**src/rtl/qspi_cmd_sequencer.sv**
```systemverilog
// qspi_cmd_sequencer: upstream command sequencer for a QSPI master.
// Host requests are buffered in a small FIFO and issued one at a time as a single-cycle
// start pulse with held command fields. Write-class opcodes (02, 38, 01) are preceded by
// an automatic WREN (06). The master has no busy flag, so its progress is tracked by
// watching its active-low chip select.
//
// Ports:
//   clk_i, reset_i            clock; synchronous active-high reset
//   req_valid_i / req_ready_o host push handshake (push = valid & ready)
//   req_opcode_i, req_addr_i, req_wdata_i, req_burst_i   request fields
//   busy_o                    FIFO non-empty or sequencer not idle (registered)
//   err_timeout_o             one-cycle pulse when CS never fell after a start
//   start_o                   one-cycle start pulse to the master
//   opcode_o, address_o, write_data_o, burst_len_o       held command fields
//   cs_i                      master chip select, active-low, same clock domain
module qspi_cmd_sequencer #(
  parameter int unsigned FIFO_DEPTH = 4,
  parameter int unsigned GAP_CYCLES = 12,
  parameter int unsigned TIMEOUT    = 1023
) (
  input  logic        clk_i,
  input  logic        reset_i,
  input  logic        req_valid_i,
  output logic        req_ready_o,
  input  logic [7:0]  req_opcode_i,
  input  logic [23:0] req_addr_i,
  input  logic [7:0]  req_wdata_i,
  input  logic [3:0]  req_burst_i,
  output logic        busy_o,
  output logic        err_timeout_o,
  output logic        start_o,
  output logic [7:0]  opcode_o,
  output logic [23:0] address_o,
  output logic [7:0]  write_data_o,
  output logic [3:0]  burst_len_o,
  input  logic        cs_i
);

  localparam int unsigned PtrW = $clog2(FIFO_DEPTH);
  localparam int unsigned CntW = PtrW + 1;
  localparam int unsigned TmoW = $clog2(TIMEOUT + 1);
  localparam int unsigned GapW = $clog2(GAP_CYCLES);

  localparam logic [7:0] OpWren = 8'h06;

  typedef struct packed {
    logic [7:0]  op;
    logic [23:0] addr;
    logic [7:0]  wdata;
    logic [3:0]  burst;
  } req_t;

  typedef enum logic [2:0] {StIdle, StIssue, StWaitLo, StWaitHi, StGap} state_e;

  function automatic logic is_write(input logic [7:0] op);
    return (op == 8'h02) || (op == 8'h38) || (op == 8'h01);
  endfunction

  // FIFO storage and pointers
  req_t            mem_q [FIFO_DEPTH];
  logic [PtrW-1:0] wr_ptr_q, rd_ptr_q;
  logic [CntW-1:0] count_q, count_d;
  logic            push, pop;
  req_t            head;

  // Sequencer state
  state_e          state_q, state_d;
  logic [TmoW-1:0] tmo_q, tmo_d;
  logic [GapW-1:0] gap_q, gap_d;
  logic            need_main_q, need_main_d;
  req_t            cur_q, cur_d;
  req_t            out_q, out_d;
  logic            busy_q;
  logic            err_pulse;

  assign req_ready_o = (count_q != CntW'(FIFO_DEPTH));
  assign push        = req_valid_i & req_ready_o;
  assign head        = mem_q[rd_ptr_q];

  always_comb begin
    count_d = count_q;
    unique case ({push, pop})
      2'b10:   count_d = count_q + CntW'(1);
      2'b01:   count_d = count_q - CntW'(1);
      default: count_d = count_q;
    endcase
  end

  always_ff @(posedge clk_i) begin
    if (push) begin
      mem_q[wr_ptr_q] <= '{op: req_opcode_i, addr: req_addr_i, wdata: req_wdata_i,
                           burst: req_burst_i};
    end
  end

  always_comb begin
    state_d     = state_q;
    tmo_d       = tmo_q;
    gap_d       = gap_q;
    need_main_d = need_main_q;
    cur_d       = cur_q;
    out_d       = out_q;
    pop         = 1'b0;
    err_pulse   = 1'b0;
    unique case (state_q)
      StIdle: begin
        if (count_q != '0) begin
          pop   = 1'b1;
          cur_d = head;
          if (is_write(head.op)) begin
            // WREN goes first; only the opcode changes, the other fields keep their values.
            need_main_d = 1'b1;
            out_d.op    = OpWren;
          end else begin
            out_d = head;
          end
          state_d = StIssue;
        end
      end
      StIssue: begin
        tmo_d   = '0;
        state_d = StWaitLo;
      end
      StWaitLo: begin
        if (!cs_i) begin
          state_d = StWaitHi;
        end else if (tmo_q == TmoW'(TIMEOUT)) begin
          // Master never selected the flash: abandon the rest of this request.
          err_pulse   = 1'b1;
          need_main_d = 1'b0;
          gap_d       = '0;
          state_d     = StGap;
        end else begin
          tmo_d = tmo_q + TmoW'(1);
        end
      end
      StWaitHi: begin
        if (cs_i) begin
          gap_d   = '0;
          state_d = StGap;
        end
      end
      StGap: begin
        if (gap_q == GapW'(GAP_CYCLES - 1)) begin
          if (need_main_q) begin
            out_d       = cur_q;
            need_main_d = 1'b0;
            state_d     = StIssue;
          end else begin
            state_d = StIdle;
          end
        end else begin
          gap_d = gap_q + GapW'(1);
        end
      end
      default: state_d = StIdle;
    endcase
  end

  always_ff @(posedge clk_i) begin
    if (reset_i) begin
      wr_ptr_q    <= '0;
      rd_ptr_q    <= '0;
      count_q     <= '0;
      state_q     <= StIdle;
      tmo_q       <= '0;
      gap_q       <= '0;
      need_main_q <= 1'b0;
      cur_q       <= '0;
      out_q       <= '0;
      busy_q      <= 1'b0;
    end else begin
      if (push) wr_ptr_q <= wr_ptr_q + PtrW'(1);
      if (pop)  rd_ptr_q <= rd_ptr_q + PtrW'(1);
      count_q     <= count_d;
      state_q     <= state_d;
      tmo_q       <= tmo_d;
      gap_q       <= gap_d;
      need_main_q <= need_main_d;
      cur_q       <= cur_d;
      out_q       <= out_d;
      // Built from next-state values so the flop tracks the current count/state exactly.
      busy_q      <= (count_d != '0) || (state_d != StIdle);
    end
  end

  assign start_o       = (state_q == StIssue);
  assign err_timeout_o = err_pulse;
  assign busy_o        = busy_q;
  assign opcode_o      = out_q.op;
  assign address_o     = out_q.addr;
  assign write_data_o  = out_q.wdata;
  assign burst_len_o   = out_q.burst;

endmodule

```
**config.mk**
```make
export PLATFORM = sky130hd
export DESIGN_NAME = qspi_cmd_sequencer
export DESIGN_NICKNAME = d
export VERILOG_FILES = /design/src/rtl/qspi_cmd_sequencer.sv
export SDC_FILE = /design/constraint.sdc
export NUM_CORES = 1
export LEC_CHECK = 0
export ABC_CLOCK_PERIOD_IN_PS = 3800
export CAP_MARGIN = 40
export CORE_MARGIN = 2
export CORE_UTILIZATION = 45
export CTS_BUF_LIST = sky130_fd_sc_hd__clkbuf_8
export DETAILED_ROUTE_END_ITERATION = 8
export HOLD_SLACK_MARGIN = 0.1
export PLACE_DENSITY = 0.7
export SLEW_MARGIN = 20
export SYNTH_ARGS = -nofsm -noshare
export SYNTH_HDL_FRONTEND = slang
export SYNTH_SLANG_ARGS = --single-unit
export TNS_END_PERCENT = 100
```
**constraint.sdc**
```tcl
create_clock -name clk_i -period 3.8 [get_ports clk_i]
set_input_delay 0.57 -clock clk_i [delete_from_list [all_inputs] [get_ports clk_i]]
set_output_delay 0.57 -clock clk_i [all_outputs]
set_load 0.1 [all_outputs]
```
==> impl_metrics.yaml <==
status:
  status: "finished clean"
clock_network:
  cts_made_buffers: 46
  cts_setup_buffers: 0
  insertion_delay_ns: 0.56
  htreeDepth: 2
  cts-resized-gates: 0
  cts.sinks: 292
  cts_tree: "yes"
  max-clock-path-buffers: 3
  cts-root-buf: "clkbuf_8"
  cts_hold_buffers: 0
  clk_pin_slew_ns: 0.06
synth:
  synth.net_count: 929
  synth_cell_types: 56
  synth_commonest_cells: "edfxtp_1 (176), dfxtp_1 (116), nand2_1 (115)"
  yosysSeqAreaShare_pct: 64.08
  synth_edf_count: 176
  synth_most_common_cell: "edfxtp_1"
  async_flop_share_pct: 0
  synth_ff_type: "edfxtp_1"
  yosys.area.top_type_share_pct: 44.52
  synth_area_leaders: "edfxtp_1 (45%), dfxtp_1 (20%), mux4_2 (8.3%), nand2_1 (3.6%), a21oi_1 (3.2%)"
  synth_area_leader_cell: "edfxtp_1"
  syn_inst: 873
  ys_ff_latch: 292
  syn_area_um2: 11870
  ys_warn_count: 0
  avgSynthCellArea_um2: 13.60
global_routing:
  grt_pass1_vias: 7667
  gr-total-overflow: 0
  grt_max_degree: 75
  grt_pass1_wl_um: 41860
  antenna_found_initial: 0
  grt_usage_pct: 18.88
floorplan:
  die_area_um2: 27700
  fp-row-count: 59
  io_pins: 96
  fp.dieH_um: 166.4
  start_util_pct: 45.69
  die_w_um: 166.4
  core_um2: 25980
hold_path:
  hold_start: "cur_q[38]$_SDFFE_PP0P_"
  holdCritPathClass: "reg -> reg"
  hold_depth: 2
  min_to: "cur_q[38]$_SDFFE_PP0P_"
detailed_routing:
  drc: 0
  routedWlPerCell_um: 18.52
  drt_iter0_markers: 567
  routed_wl_um: 25740
  dr.pass1.iters: 5
  ant_nets: 0
  vias: 7687
  via_per_inst: 5.530
power_and_ir_drop:
  max-vdd-ir-drop_v: 0.0008839
  p_leak_nw: 4.987
  power.total_mw: 12.25
  power_density_nw_per_um2: 830.4
layout:
  final_util_pct: 56.77
  syn2layout_area_growth_pct: 24.27
  fin_nets: 1073
  regArea_um2: 7612
  fill_cells: 2087
  diodes: 0
  final_area_um2: 14750
  drive_above_1_share_pct: 20.09
  multi_input_area_um2: 3920
sta:
  min_period_over_period_pct: 77.05
  fmaxAchievable_mhz: 341.5
  setup_tns_ns: 0
  worstMarginPinSlew_ns: 0.8120
  skew_ns: 0.01593
  setup_viol: 0
  finalMaxSlewViolations: 0
  hold_viol_final: 0
  relSlewSlack_pct: 45.87
  rsz0062_at_grt: "no"
  fin_crit_ns: 2.928
worst_setup_path:
  crit_path_end_kind: "flip-flop"
  path_cells: "buf_4 -> mux4_2 -> nand3b_1 -> nor3_4 -> buf_4 -> or4_1 -> a21oi_2"
  crit_required_ns: 4.28
  critical-path-max-stage-delay_ns: 0.61
  rr_endpoint: "address_o[19]$_SDFFE_PP0P_"
  path_max_fanout: 73
  start_kind: "flip-flop"
  critPathKind: "reg -> reg"
  r2r.worst_path.cells: 7
  worst_path_max_delay_cell: "or4_1"
  critPathMostFrequentCell: "buf_4"
  r2r_slack_ns: 0.87
  worst_ep_arrival_time_ns: 3.41
placement:
  hpwl_um: 15560
  io_buffers: 95
  gp_congestion: 0.7858
  post_dp_cell_area_um2: 13920
run:
  maxCapViolCount: 0
final cells by class:
class,count,area share [%]
Clock inverter,39,1.094
Sequential cell,292,51.60
Timing Repair Buffer,161,13.18
Clock buffer,47,4.385
Multi-Input combinational cell,503,26.57
Tap cell,335,2.841
Inverter,13,0.3308
power breakdown:
group          switching, mW  total (mW)  internal [mW]
clock network           1.18        2.33           1.15
logic                   3.36        5.46           2.10
registers              0.395        4.46           4.06
metal layers:
| metal | up-vias | wire, um | GRT usage, % |
|---|---|---|---|
| met5 | - | 0 | 0 |
| met2 | 179 | 12920 | 32.29 |
| li1 | 3633 | - | - |
| met4 | 0 | 300 | 4.460 |
| met3 | 30 | 1341 | 3.422 |
| met1 | 3845 | 11180 | 25.23 |
registers in the layout, indices dropped and copies added (netlist names), named ones only:
register,count
count_q,3
mem_q,176
opcode_o,8
need_main_q,1
busy_o,1
state_q,3
cur_q,44
gap_q,4
wr_ptr_q,2
address_o,24
write_data_o,8
tmo_q,10
burst_len_o,4
rd_ptr_q,2
cells by family after synthesis:
logic type | synth area share, %
flops | 64.08
simple gates | 9.823
xor+xnor | 0.5165
buf+inv | 3.120
compound gates | 10.08
mux | 11.48
fa+ha+maj | 0.9064
through the flow:
stage          instances  setup WS [ns]  hold slack (ns)
4_1_cts             1389         0.8699           0.4566
5_1_grt             1390         0.6166           0.4699
6_report            1390         0.8720           0.4538
3_5_place_dp        1303         0.7481           0.4480
3_3_place_gp        1256         0.7903           0.4408
2_1_floorplan        873         0.3240           0.4332
worst max-delay path: cells and delay by family (launching register included):
family / cells / cell delay (ns)
DFF: 1 / 0.46
buffers and inverters: 2 / 0.87
AOI/OAI and AO/OA: 1 / 0.15
and+or+nand+nor: 3 / 0.82
muxes: 1 / 0.49
worst max path at each step:
stage,startpoint,to,slack (ns),depth (start not counted)
finish,flip-flop,address_o[19]$_SDFFE_PP0P_,0.87,7
global route,state_q[0]$_SDFF_PP0_,busy_o$_SDFF_PP0_,0.62,11
CTS,flip-flop,address_o[19]$_SDFFE_PP0P_,0.87,7
detailed placement,req_valid_i,busy_o$_SDFF_PP0_,0.75,11
global placement,req_valid_i,busy_o$_SDFF_PP0_,0.79,11
floorplan,count_q[0]$_SDFF_PP0_,busy_o$_SDFF_PP0_,0.32,12
layout by cell type, fill, tap and decap left out, types with 3 or more instances in the layout:
cell type / count
xor2_1: 5
buf_8: 39
dfxtp_1: 114
mux2i_1: 36
mux4_2: 44
a21o_1: 3
and2_1: 3
or4_1: 40
o31ai_1: 39
buf_4: 17
a21oi_2: 30
or3_1: 11
buf_16: 8
a21oi_1: 75
nor2b_1: 3
nor4_1: 4
a211oi_1: 4
nor3_1: 8
nand2_1: 114
clkinv_1: 9
ha_1: 7
inv_1: 37
nor2_1: 19
buf_12: 4
and3_2: 4
nand3_1: 7
o21ai_0: 9
edfxtp_1: 176
clkdlybuf4s50_1: 93
clkbuf_8: 47
No activity file was read; power rests on OpenSTA's default activity.
